===== src/rtl/i2s_define.sv =====
// Shared I2S definitions: channel-length codes, the channel-length to bit-count
// lookup, and the transmit serializer state encoding and control register layout.
package i2s_define;

  localparam int unsigned CntW = 6;

  // Channel length codes as driven on chl_i.
  typedef enum logic [1:0] {
    Chl8  = 2'd0,
    Chl16 = 2'd1,
    Chl24 = 2'd2,
    Chl32 = 2'd3
  } chl_e;

  typedef enum logic [1:0] {
    StIdle = 2'd0,
    StSync = 2'd1,
    StRun  = 2'd2
  } tx_state_e;

  // All narrow transmitter state, held in a single register cell.
  typedef struct packed {
    tx_state_e       state;
    logic            buf_vld;
    logic [CntW-1:0] cnt;
    logic            ws_last;
    logic            sd;
    logic            underrun;
    logic [CntW-1:0] n;
    logic            pol;
  } tx_ctrl_t;

  // Bits per sample for a channel length code: 8 * (code + 1).
  function automatic logic [CntW-1:0] chl_bits(chl_e chl);
    return {1'b0, chl, 3'b000} + 6'd8;
  endfunction

endpackage


===== src/rtl/i2s_txser_reg.sv =====
// Sync-reset register cell used for every flop of the I2S transmit serializer.
// Ports: clk_i clock, rst_i synchronous active-high reset (clears to zero),
//        d_i next value, q_o registered value.
module i2s_txser_reg #(
  parameter int unsigned Width = 1
) (
  input  logic             clk_i,
  input  logic             rst_i,
  input  logic [Width-1:0] d_i,
  output logic [Width-1:0] q_o
);

  always_ff @(posedge clk_i) begin
    if (rst_i) begin
      q_o <= '0;
    end else begin
      q_o <= d_i;
    end
  end

endmodule


===== src/rtl/i2s_txser.sv =====
// I2S transmit serializer. Takes LSB-aligned samples through a one-entry
// holding buffer and shifts them out MSB-first on sd_o, one bit per SCK
// return-to-idle edge, with the standard one-SCK delay after a WS change.
// Ports:
//   clk_i, rst_i            clock, synchronous active-high reset
//   en_i                    enable; low returns to idle next cycle
//   pol_i, chl_i            SCK idle level and channel length code (sampled in idle)
//   sck_i, sck_trg_i, ws_i  clock generator view (SCK level, toggle pulse, word select)
//   tx_data_i, tx_valid_i   sample input; tx_ready_o accepts
//   sd_o                    serial data
//   underrun_o              one-cycle pulse when a channel starts with no sample
//   busy_o                  high while transmitting (RUN)
module i2s_txser
  import i2s_define::*;
#(
  parameter int unsigned DATA_W = 32
) (
  input  logic              clk_i,
  input  logic              rst_i,
  input  logic              en_i,
  input  logic              pol_i,
  input  logic [1:0]        chl_i,
  input  logic              sck_i,
  input  logic              sck_trg_i,
  input  logic              ws_i,
  input  logic [DATA_W-1:0] tx_data_i,
  input  logic              tx_valid_i,
  output logic              tx_ready_o,
  output logic              sd_o,
  output logic              underrun_o,
  output logic              busy_o
);

  tx_ctrl_t          ctrl_q, ctrl_d;
  logic [DATA_W-1:0] buf_word_q, buf_word_d;
  logic [DATA_W-1:0] shreg_q, shreg_d;
  logic              buf_vld_q, ws_last_q;
  logic              se, wsc, hs;
  logic [31:0]       n_ext, shamt;

  assign buf_vld_q = ctrl_q.buf_vld;
  assign ws_last_q = ctrl_q.ws_last;

  // Shift event: SCK is about to return to its idle level.
  assign se  = sck_trg_i && (sck_i != ctrl_q.pol);
  // Channel start: WS differs from the value seen at the previous shift event.
  assign wsc = se && (ws_i != ws_last_q);

  // Idle clears the buffer every cycle, so nothing is accepted there.
  assign tx_ready_o = en_i && !buf_vld_q && (ctrl_q.state != StIdle);
  assign hs         = tx_valid_i && tx_ready_o;

  // Left-justify the N-bit sample so its MSB lands in shreg bit DATA_W-1.
  assign n_ext = 32'(ctrl_q.n);
  assign shamt = (n_ext < DATA_W) ? (DATA_W - n_ext) : '0;

  always_comb begin
    ctrl_d          = ctrl_q;
    ctrl_d.underrun = 1'b0;
    buf_word_d      = buf_word_q;
    shreg_d         = shreg_q;

    if (!en_i || (ctrl_q.state == StIdle)) begin
      ctrl_d.state   = en_i ? StSync : StIdle;
      ctrl_d.buf_vld = 1'b0;
      ctrl_d.cnt     = '0;
      ctrl_d.ws_last = ws_i;
      ctrl_d.sd      = 1'b0;
      ctrl_d.n       = chl_bits(chl_e'(chl_i));
      ctrl_d.pol     = pol_i;
      buf_word_d     = '0;
      shreg_d        = '0;
    end else begin
      if (se) begin
        ctrl_d.ws_last = ws_i;
      end

      if (wsc) begin
        ctrl_d.state    = StRun;
        // Last bit of the previous word goes out one SCK after the WS change.
        ctrl_d.sd       = (ctrl_q.cnt != '0) && shreg_q[DATA_W-1];
        shreg_d         = buf_vld_q ? (buf_word_q << shamt) : '0;
        ctrl_d.cnt      = ctrl_q.n;
        ctrl_d.buf_vld  = 1'b0;
        ctrl_d.underrun = !buf_vld_q;
      end else if (se && (ctrl_q.state == StRun)) begin
        if (ctrl_q.cnt != '0) begin
          ctrl_d.sd  = shreg_q[DATA_W-1];
          shreg_d    = shreg_q << 1;
          ctrl_d.cnt = ctrl_q.cnt - 6'd1;
        end else begin
          ctrl_d.sd = 1'b0;
        end
      end

      // A write in the same cycle as a load lands after it: held for the next channel.
      if (hs) begin
        ctrl_d.buf_vld = 1'b1;
        buf_word_d     = tx_data_i;
      end
    end
  end

  i2s_txser_reg #(
    .Width($bits(tx_ctrl_t))
  ) u_ctrl_reg (
    .clk_i(clk_i),
    .rst_i(rst_i),
    .d_i  (ctrl_d),
    .q_o  (ctrl_q)
  );

  i2s_txser_reg #(
    .Width(2 * DATA_W)
  ) u_data_reg (
    .clk_i(clk_i),
    .rst_i(rst_i),
    .d_i  ({buf_word_d, shreg_d}),
    .q_o  ({buf_word_q, shreg_q})
  );

  assign sd_o       = ctrl_q.sd;
  assign underrun_o = ctrl_q.underrun;
  assign busy_o     = (ctrl_q.state == StRun);

endmodule


===== config.mk =====
export PLATFORM = sky130hd
export DESIGN_NAME = i2s_txser
export DESIGN_NICKNAME = d
export VERILOG_FILES = /design/src/rtl/i2s_define.sv /design/src/rtl/i2s_txser_reg.sv /design/src/rtl/i2s_txser.sv
export SDC_FILE = /design/constraint.sdc
export NUM_CORES = 1
export LEC_CHECK = 0
export BUFFER_PORTS_ARGS = -buffer_cell sky130_fd_sc_hd__buf_2
export CAP_MARGIN = 40
export CORE_ASPECT_RATIO = 1.1
export CORE_UTILIZATION = 45
export DETAILED_ROUTE_END_ITERATION = 6
export GPL_TIMING_DRIVEN = 1
export PLACE_DENSITY = 0.76
export SETUP_SLACK_MARGIN = 0.02
export SYNTH_ARGS = -nofsm -noshare
export SYNTH_HDL_FRONTEND = slang
export SYNTH_SLANG_ARGS = --single-unit

===== constraint.sdc =====
create_clock -name clk_i -period 3.1 [get_ports clk_i]
set_clock_uncertainty 0.15 [all_clocks]
set_input_delay 0.62 -clock clk_i [delete_from_list [all_inputs] [get_ports clk_i]]
set_output_delay 0.62 -clock clk_i [all_outputs]
set_load 0.005 [all_outputs]

==> run metrics, run 1 <==
status=finished clean; Initial Util=between 40% and 50%; most frequent cells in the layout=95 x nand2_1, 80 x dfxtp_1, 48 x o21ai_0; Static Leak=between 1.5 and 2 nW; Worst EP arrival=roughly 2.6 ns; # setup viols final=0; peak supply drop=~270 uV; CP startpoint kind=flop; final worst slack=0.6322 ns; Critical Path RT=~3.3 ns; largest net degree at the start of global routing=39; sequential group share of total power=about half; Synth Instances=465; RD Place Congestion=0.9124; setup bufs post-CTS=0; DR vias/cell=approximately 5.7; setup TNS=0 ns; critical path cell sequence=inv_1 > ha_1 > nor2b_1 > a22oi_1 > o21ai_0 > a221oi_1 > nor2_1; CTS Buf Count=9; CTS resizes=0; RSZ-0062 raised after global routing=false; via count=between 3000 and 4000; htree depth=3; Critical R2R Launch=u_ctrl_reg.q_o[4]; nature of the critical path endpoint=flop; Worst Hold Class=reg -> reg; CTS Sinks=80; Least-Margin Pin Slew=0.8136 ns; Layout Cells excl Fill=between 600 and 700; I/O Buffers=45; Post-synth top flop=dfxtp_1; Top-Level Pins=between 40 and 50; DP Area=0.004000 sq mm; area grow syn2layout=13.06%; pre-CTS setup slack=0.5833 ns; Final Cycle Share=79.61%; Clock Path Buffers=2; wire per inst=14.93 microns; Critical-path top delay cell=nor2b_1; final wirelength=9093 microns; dpl cells=approximately 590; Power per Cell Area=484.5 mW/mm^2; Layout Nets=between 500 and 600; Crit path buffers/inverters=1; Site Rows=34; mapped cell area=0.003727 sq mm; fin crit period=~2.5 ns; Syn. warnings=0; Yosys cell types=41; Max Cap Viol=0; remaining global-route overflow=0; Routed Antenna Nets=0; clock slew at reported path FFs=around 0.090 ns; slowest stage delay, CP=0.57 ns; crit path max fanout=9; cell family with most CP delay=simple AND/OR/NAND/NOR gates; cell area after layout=0.004214 sq mm; Chip Width=slightly below 90 microns; CTS tree=yes; asr flop ratio synth=0%; GRT Total Usage=22.96%; # hold bufs at CTS=0; DRT iter0 DRCs=268; share of cells above drive strength 1=~17%; syn avg cell area=roughly 8 sq um; combinational share of power=a little under a tenth; Clk Latency, worst-skew pair=~0.36 ns; register bit total from synthesis=80; NetSw=roughly 0.55 mW; Pint=around 1.5 mW; Seq/Total Area, Yosys=42.97%; Die ar.=a little under 0.009 sq mm; hpwl dp=6547 microns; clock power share=about 40%; vias in the first global route=about 3200; sw frac=roughly a quarter; most common cell after layout, fill and taps aside=nand2_1; Final Max Slew Viols=0; DRC Markers=0; relative slew slack=45.65%; syn nets=511; WS Path Type=reg -> reg; antenna cells=0; detailed-router iteration count before antenna repair=6; number of flops mapped to enable cells by yosys=0; initial antenna violation count=0; Hold Crit Start=u_data_reg.q_o[56]; final hold violations=0; fmax=roughly 0.41 GHz; Die Y-Extent=97.46 microns; CP Launch Point=u_ctrl_reg.q_o[4]; CTS root buf=clkbuf_8; Total Power=between 2 and 2.5 mW; Core Region=around 0.0080 sq mm; first-pass GRT wire length=about 15000 microns
-- final cells by class --
cell class | instances | area [sq um]
inverter | 8 | 30.03
sequential | 80 | 1602
fill | 765 | 3741
clock buffer | 9 | 123.9
tap | 108 | 135.1
multi-input combinational | 339 | 1918
clock inverter | 7 | 82.58
timing repair buffer | 58 | 322.8
-- cells in the mapped netlist, drive strengths merged (2+ instances only) --
| cell type | n | area, sq um |
|---|---|---|
| a21oi | 44 | 220.2 |
| nand3 | 4 | 20.02 |
| a221oi | 16 | 146.4 |
| a31oi | 5 | 31.28 |
| xor2 | 3 | 26.28 |
| dfxtp | 80 | 1602 |
| a22oi | 9 | 67.56 |
| buf | 22 | 116.4 |
| xnor2 | 4 | 35.03 |
| clkbuf | 16 | 61.30 |
| mux4 | 4 | 90.09 |
| and2 | 3 | 18.77 |
| nor3 | 7 | 35.03 |
| a211oi | 10 | 75.07 |
| mux2i | 17 | 170.2 |
| nand2 | 95 | 356.6 |
| o21ai | 50 | 254.0 |
| nor2b | 2 | 12.51 |
| a311oi | 2 | 17.52 |
| nor2 | 44 | 167.7 |
| nor4 | 2 | 12.51 |
| ha | 4 | 50.05 |
| inv | 8 | 30.03 |
| nand2b | 3 | 18.77 |
| a221o | 3 | 30.03 |
-- per-stage QoR --
stage	hold slack, ns	util (%)
after floorplan	0.2832	-
after global placement	0.2968	50.28
after detailed placement	0.2995	50.28
after CTS	0.3053	52.88
after global routing	0.3068	52.97
final	0.3094	52.97
-- worst register-to-register path, stage by stage (launching register included) --
cell	delay, ns
dfxtp_1	0.35
inv_1	0.07
ha_1	0.45
nor2b_1	0.58
a22oi_1	0.20
o21ai_0	0.34
a221oi_1	0.14
nor2_1	0.13
-- state kept, by name (all words and copies together) (netlist names) --
name and cells:
u_ctrl_reg.q_o 16, u_data_reg.q_o 64
-- cells by family after synthesis --
family | share of synthesized area (%)
multiplexers | 6.982
AND/OR/NAND/NOR | 17.93
flip-flops | 42.97
adder cells (fa/ha/maj) | 1.343
XOR/XNOR | 1.645
buffers and inverters | 5.572
AO/OA/AOI/OAI | 23.56
-- path summary, 6_finish.rpt --
check                           depth (start not counted)  slack [ns]                  to
worst max-delay path                                    7        0.63  u_data_reg.q_o[20]
worst min-delay path                                    2        0.31  u_data_reg.q_o[56]
worst max register to register                          7        0.63  u_data_reg.q_o[20]
worst min register to register                          2        0.31  u_data_reg.q_o[56]
-- metal layers --
metal	global-route usage, %	vias up	part of all wire (%)
met3	3.144	20	4.9
met5	0	-	0
met4	9.429	0	2.7
li1	-	1692	-
met1	31.10	1630	45
met2	36.33	113	47
-- power groups by stage --
stage	Clock, mW	Combinational (mW)	Sequential [mW]
6_report	0.804	0.193	1.04
5_1_grt	0.855	0.214	1.05
4_1_cts	0.815	0.190	1.04
3_5_place_dp	0	0.190	1.07
3_3_place_gp	0	0.186	1.07
2_1_floorplan	0	0.134	1.07
Power figures use the tool's default switching activity.
==> run 2, diff against run 1 <==
PLACE_DENSITY = 0.79   (was 0.76)
clock period = 2.26 ns   (was 3.1 ns; I/O delays follow)
==> run 2 against run 1 <==
Compared with the run above:
- power up 35%
- non-clock buffer count up 3
- worst hold slack got worse by 0.15 ns
- clock power up 32%
- sequential cell count did not move
- count of clock-buffer cells in the layout did not move
- sequential share of layout area fell by 0.20 points
- largest cell class unchanged
- first-iteration DRC count up 34%
- combinational power is 43% higher
- core utilization is 0.28 points higher
==> run metrics, run 2 (synthesis results as in run 1) <==
WS Path Type=reg -> reg; Hold Crit Start=chl_i[0]; Hold Path Stages=2 (unchanged); setup TNS=0 ns (unchanged); Multi-input gate area=0.001929 sq mm (+0.59%); DR vias/cell=5.618 (-0.98%); CTS Buf Count=9 (unchanged); Critical-path top delay cell=a221oi_1; Clock Path Buffers=2 (unchanged); first-pass GRT wire length=15370 microns (about the same); RSZ-0062 raised after global routing=false; wire per inst=15.00 microns (+0.46%); GR Util met3=6.372% (+3.2 points); Die Y-Extent=97.46 microns (unchanged); final hold violations=0 (unchanged); # hold bufs at CTS=0 (unchanged); GRT Total Usage=22.92% (-0.034 points); initial antenna violation count=0 (unchanged); Critical Path RT=2.35 ns (-0.90 ns); final worst slack=0.1518 ns (-0.4804 ns); relative slew slack=50.21% (+4.6 points); fin crit period=2.108 ns (-0.3596 ns); peak supply drop=424.4 uV (+55%); grt met1 use=30.76% (-0.33 points); DRT iter0 DRCs=359 (+34%); flip-flop count of the largest register after layout=64 (unchanged); DRC Markers=0 (unchanged); Final Max Slew Viols=0 (unchanged); antenna cells=0 (unchanged); vias in the first global route=3170 (-0.47%); CTS tree=yes; Site Rows=34 (unchanged); Layout Nets=545 (+0.55%); CP startpoint kind=flop; remaining global-route overflow=0 (unchanged); detailed-router iteration count before antenna repair=5 (-1); grt met2 use=34.97% (-1.4 points); Worst EP arrival=2.20 ns (-0.42 ns); CTS root buf=clkbuf_8; # setup viols final=0 (unchanged); Initial Util=46.85% (unchanged); Worst Hold Class=in -> reg; register area=0.001602 sq mm (unchanged); hold endpoint=u_ctrl_reg.q_o[4]; clock slew at reported path FFs=0.09 ns (about the same); Total Power=2.764 mW (+35%); Static Leak=1.562 nW (+1.0%); Max Cap Viol=0 (unchanged); FILL cells=759 (-0.78%); CP Launch Point=u_ctrl_reg.q_o[5]; Least-Margin Pin Slew=0.7469 ns (-0.06668 ns); hpwl dp=6532 microns (-0.23%); setup bufs post-CTS=0 (unchanged); pre-CTS setup slack=0.1433 ns (-0.4401 ns); grt peak-use layer=met2; CTS Sinks=80 (unchanged); Final Cycle Share=93.29% (+14 points); reg2reg path depth=8 (+1); RD Place Congestion=0.9332 (+2.3%); Largest Register=u_data_reg.q_o; final wirelength=9180 microns (+0.96%); largest registers=u_data_reg.q_o (64), u_ctrl_reg.q_o (16); Core Region=0.007955 sq mm (unchanged); I/O Buffers=45 (unchanged); critical path cell sequence=inv_1 > ha_2 > nor2b_1 > buf_4 > a22oi_1 > o21ai_0 > a221oi_1 > nor2_1; CTS resizes=0 (unchanged); Power per Cell Area=652.4 mW/mm^2 (+35%); Top-Level Pins=46 (unchanged); Clk Latency, worst-skew pair=0.35 ns (about the same); Die ar.=0.008652 sq mm (unchanged); fmax=0.4743 GHz (+17%); nature of the critical path endpoint=flop; slowest stage delay, CP=0.35 ns (-0.22 ns); largest net degree at the start of global routing=39 (unchanged); share of cells above drive strength 1=17.86% (+1.3 points); r2r endpoint=u_data_reg.q_o[19]; most frequent cells in the layout=95 x nand2_1, 80 x dfxtp_1, 48 x o21ai_0; Critical R2R Launch=u_ctrl_reg.q_o[5]; r2r setup slk=0.15 ns (-0.48 ns); most common cell after layout, fill and taps aside=nand2_1; status=finished clean; Routed Antenna Nets=0 (unchanged); area grow syn2layout=13.66%; crit path max fanout=9 (unchanged); via count=3438 (-0.49%); Chip Width=88.78 microns (unchanged); htree depth=3 (unchanged)
run 2: layer usage:
layer,share of wire [%],up-vias
met3,5.2,18
met1,45,1616
met4,2.1,0
met5,0,-
met2,48,103
li1,-,1701
run 2: where the power goes:
group / internal, mW / switching, mW / leakage (nW)
Sequential: 1.42 / 0.0105 / 0.646
Combinational: 0.107 / 0.169 / 0.813
Clock: 0.512 / 0.544 / 0.103
run 2: metrics by stage:
stage | area [sq um] | hold slack (ns) | cells | util (%)
after global placement | 4030 | 0.2975 | 596 | 50.66
after detailed placement | 4030 | 0.3007 | 596 | 50.66
after global routing | 4237 | 0.1564 | 612 | 53.26
after floorplan | 3727 | 0.2832 | 465 | -
final | 4237 | 0.1553 | 612 | 53.26
after CTS | 4225 | 0.1506 | 612 | 53.11
run 2: final cells by class:
type	count	share of cell area (%)
Clock inverter	7	1.683
Inverter	8	0.7088
Timing Repair Buffer	61	8.151
Clock buffer	9	2.924
Sequential cell	80	37.80
Tap cell	108	3.190
Multi-Input combinational cell	339	45.54
run 2: worst max-delay path by stage:
stage	slack (ns)	cells after the start	endpoint
2_1_floorplan	0.07	9	u_data_reg.q_o[24]
3_3_place_gp	0.17	5	u_data_reg.q_o[30]
3_5_place_dp	0.14	5	u_data_reg.q_o[30]
4_1_cts	0.08	7	u_data_reg.q_o[19]
5_1_grt	0.03	8	u_data_reg.q_o[19]
6_report	0.15	8	u_data_reg.q_o[19]
run 2: critical path: cells and delay by family, from the launching register on:
kind	cells	cell delay [ns]
compound gates	3	0.69
fa+ha+maj	1	0.34
flops	1	0.30
buf+inv	2	0.27
simple gates	2	0.24
==> run 3, diff against run 2 <==
CORE_ASPECT_RATIO = 0.5   (was 1.1)
PLACE_DENSITY = 0.77   (was 0.79)
SYNTH_HIERARCHICAL = 1   (was default)
==> run 3 against run 2 <==
Compared with the run above:
- the flow now finishes with violations (setup timing)
- via count increased by 100%
- global-route usage is 9.8 points higher
- sequential cell count increased by 3
- core utilization grew 14 points
- critical path depth up 4
- sequential share of layout area is 20 points lower
- area after synthesis grew 70%
- largest power group is now clock
==> run metrics, run 3 <==
status=finished with violations; failing checks=setup timing; final worst slack=-0.4712 ns (-0.6230 ns); Initial Util=46.41% (-0.44 points); Synth area leaders=dfxtp_1 26%, mux2i_1 11%, nor2b_2 8.3%, nand2_1 6.5%, nand3_1 3.2%; syn avg cell area=8.224 sq um (+2.6%); via count=7002 (+100%); CTS Buf Count=9 (unchanged); final wirelength=24520 microns (+170%); largest net degree at the start of global routing=35 (-10%); # hold bufs at CTS=0 (unchanged); number of flops mapped to enable cells by yosys=0 (unchanged); Worst Hold Class=in -> reg; cell with the most instances after synthesis=nand2_1; Commonest cells post-synth=110 x nand2_1, 83 x dfxtp_1, 68 x mux2i_1, 60 x nor2b_2, 48 x nor2_1; Clk Latency, worst-skew pair=0.35 ns (about the same); Synth Instances=771 (+66%); most frequent cells in the layout=146 x buf_4, 105 x nand2_1, 81 x dfxtp_1; share of cells above drive strength 1=47.29% (+29 points); Yosys cell types=79 (+93%); CTS root buf=clkbuf_16; relative slew slack=62.41% (+12 points); asr flop ratio synth=0% (unchanged); Critical Path Most Common Cell=buf_6; Top-Level Pins=46 (unchanged); Least-Margin Pin Slew=0.5638 ns (-0.1831 ns); worst hold margin=0.2462 ns (+0.09090 ns); critical path cell sequence=inv_4 > ha_4 > buf_6 > o21ba_4 > a31oi_4 > buf_6 > buf_4 > a22oi_2 > nand2_1 > a32oi_2 > a31oi_1 > nor2b_2; Layout Cells excl Fill=1150 (+88%); CTS Sinks=83 (+3.8%); Largest Register=u_data_reg/q_o; Total Power=3.834 mW (+39%); peak supply drop=298.8 uV (-30%); Critical-path top delay cell=dfxtp_4; detailed-router iteration count before antenna repair=6 (+1); largest registers=u_data_reg/q_o (64), u_ctrl_reg/q_o (19); vias in the first global route=6617 (+110%); initial antenna violation count=0 (unchanged); slowest stage delay, CP=0.38 ns (+0.03 ns); Max Cap Viol=0 (unchanged); Routed Antenna Nets=0 (unchanged); antenna cells=0 (unchanged); most common cell after layout, fill and taps aside=buf_4; register area=0.001667 sq mm (+4.1%); wire per inst=21.32 microns (+42%); mapped cell area=0.006341 sq mm (+70%); register bit total from synthesis=83 (+3.8%); Final Cycle Share=120.9% (+28 points); Worst EP arrival=2.81 ns (+0.61 ns); RD Place Congestion=1.012 (+8.4%); clock slew at reported path FFs=0.07 ns (-0.02 ns); first-pass GRT wire length=36690 microns (+140%); nature of the critical path endpoint=flop; GRT Total Usage=32.76% (+9.8 points); final hold violations=0 (unchanged); hpwl dp=16730 microns (+160%); Chip Width=169.9 microns (+91%); CTS tree=yes; syn nets=816 (+60%); flip-flop count of the largest register after layout=64 (unchanged); I/O Buffers=45 (unchanged); Die Y-Extent=85.94 microns (-12%); htree depth=3 (unchanged); Clock Path Buffers=2 (unchanged); Final Max Slew Viols=0 (unchanged); Multi-input gate area=0.004951 sq mm (+160%); # setup viols final=32 (+32); DR vias/cell=6.089 (+8.4%); area grow syn2layout=44.83%; Post-synth top flop=dfxtp_1; CP startpoint kind=flop; DRT iter0 DRCs=765 (+110%); crit path max fanout=6 (-3); fin crit period=2.731 ns (+0.6230 ns); WS Path Type=reg -> reg; dominant cell type by area after synthesis=dfxtp_1; Synth top area share=26.20% (-17 points); Power per Cell Area=417.4 mW/mm^2 (-36%); fmax=0.3661 GHz (-23%); Seq/Total Area, Yosys=26.20% (-17 points); Syn. warnings=6 (+6); cell family with most CP delay=compound AO/OA/AOI/OAI gates; Crit path buffers/inverters=4 (+2); Die ar.=0.01460 sq mm (+69%); Static Leak=3.496 nW (+120%); Core Region=0.01366 sq mm (+72%); DRC Markers=0 (unchanged); Critical Path RT=2.34 ns (about the same); setup TNS=-9.601 ns (-9.601 ns); FILL cells=1078 (+42%); remaining global-route overflow=0 (unchanged); Site Rows=30 (-12%); dpl cells=1099 (+84%); Layout Nets=998 (+83%); RSZ-0062 raised after global routing=true
-- run 3: worst reg2reg max path: cells and delay by family, from the launching register on --
kind                       cells  cell delay [ns]
AOI/OAI and AO/OA              5             0.96
buffers and inverters          4             0.53
DFF                            1             0.38
adders and majority gates      1             0.32
and+or+nand+nor                2             0.28
-- run 3: final timing paths --
check	startpoint	end	slack (ns)	depth (start not counted)
hold / removal	tx_data_i[11]	u_data_reg/q_o[43]	0.25	4
hold reg to reg	u_ctrl_reg/q_o[8]	u_ctrl_reg/q_o[8]	0.43	3
setup / recovery	u_ctrl_reg/q_o[1]	u_data_reg/q_o[25]	-0.47	12
setup reg to reg	u_ctrl_reg/q_o[1]	u_data_reg/q_o[25]	-0.47	12
-- run 3: repair_timing --
| action | in CTS | in global routing |
|---|---|---|
| pin swaps | 29 | 38 |
| buffers inserted | 21 | 20 |
| endpoints found under the setup margin | 32 | 33 |
| gates resized for setup | 107 | 63 |
-- run 3: kinds of logic after synthesis --
| logic type | Yosys count | synth area share, % |
|---|---|---|
| AOI/OAI and AO/OA | 180 | 20.84 |
| xor gates and xnor gates | 6 | 1.125 |
| adders and majority gates | 3 | 0.5920 |
| buffers and inverters | 75 | 6.808 |
| DFF | 83 | 26.20 |
| muxes | 88 | 15.00 |
| and+or+nand+nor | 336 | 29.44 |
-- run 3: power breakdown --
group          switching (mW)  internal, mW
combinational           0.307         0.223
sequential             0.0201          1.48
clock                   0.654          1.15
total                   0.981          2.85
-- run 3: layout make-up --
cell class	count	area share (%)
flip-flops and latches	83	18.15
multi-input cells	613	53.91
clock buffers	11	2.766
repair buffers	233	20.83
clock inverters	5	1.172
well taps	192	2.616
inverters	13	0.5586
-- run 3: per-stage QoR --
step                      utilization, %  instance area (sq um)  worst slack (ns)
final                              67.22                   9184           -0.4712
after global routing               67.22                   9184           -0.4912
after detailed placement           57.01                   7790           -0.4895
after floorplan                        -                   6472           -0.6752
after CTS                          64.22                   8775           -0.3303
after global placement             57.01                   7790           -0.5012
-- run 3: routing by layer --
| metal | GRT usage (%) | vias up | routed length [microns] |
|---|---|---|---|
| met5 | 0.3344 | - | 0 |
| met2 | 49.74 | 441 | 10490 |
| met1 | 45.35 | 3310 | 10780 |
| li1 | - | 3150 | - |
| met3 | 7.891 | 101 | 2492 |
| met4 | 10.89 | 0 | 761 |
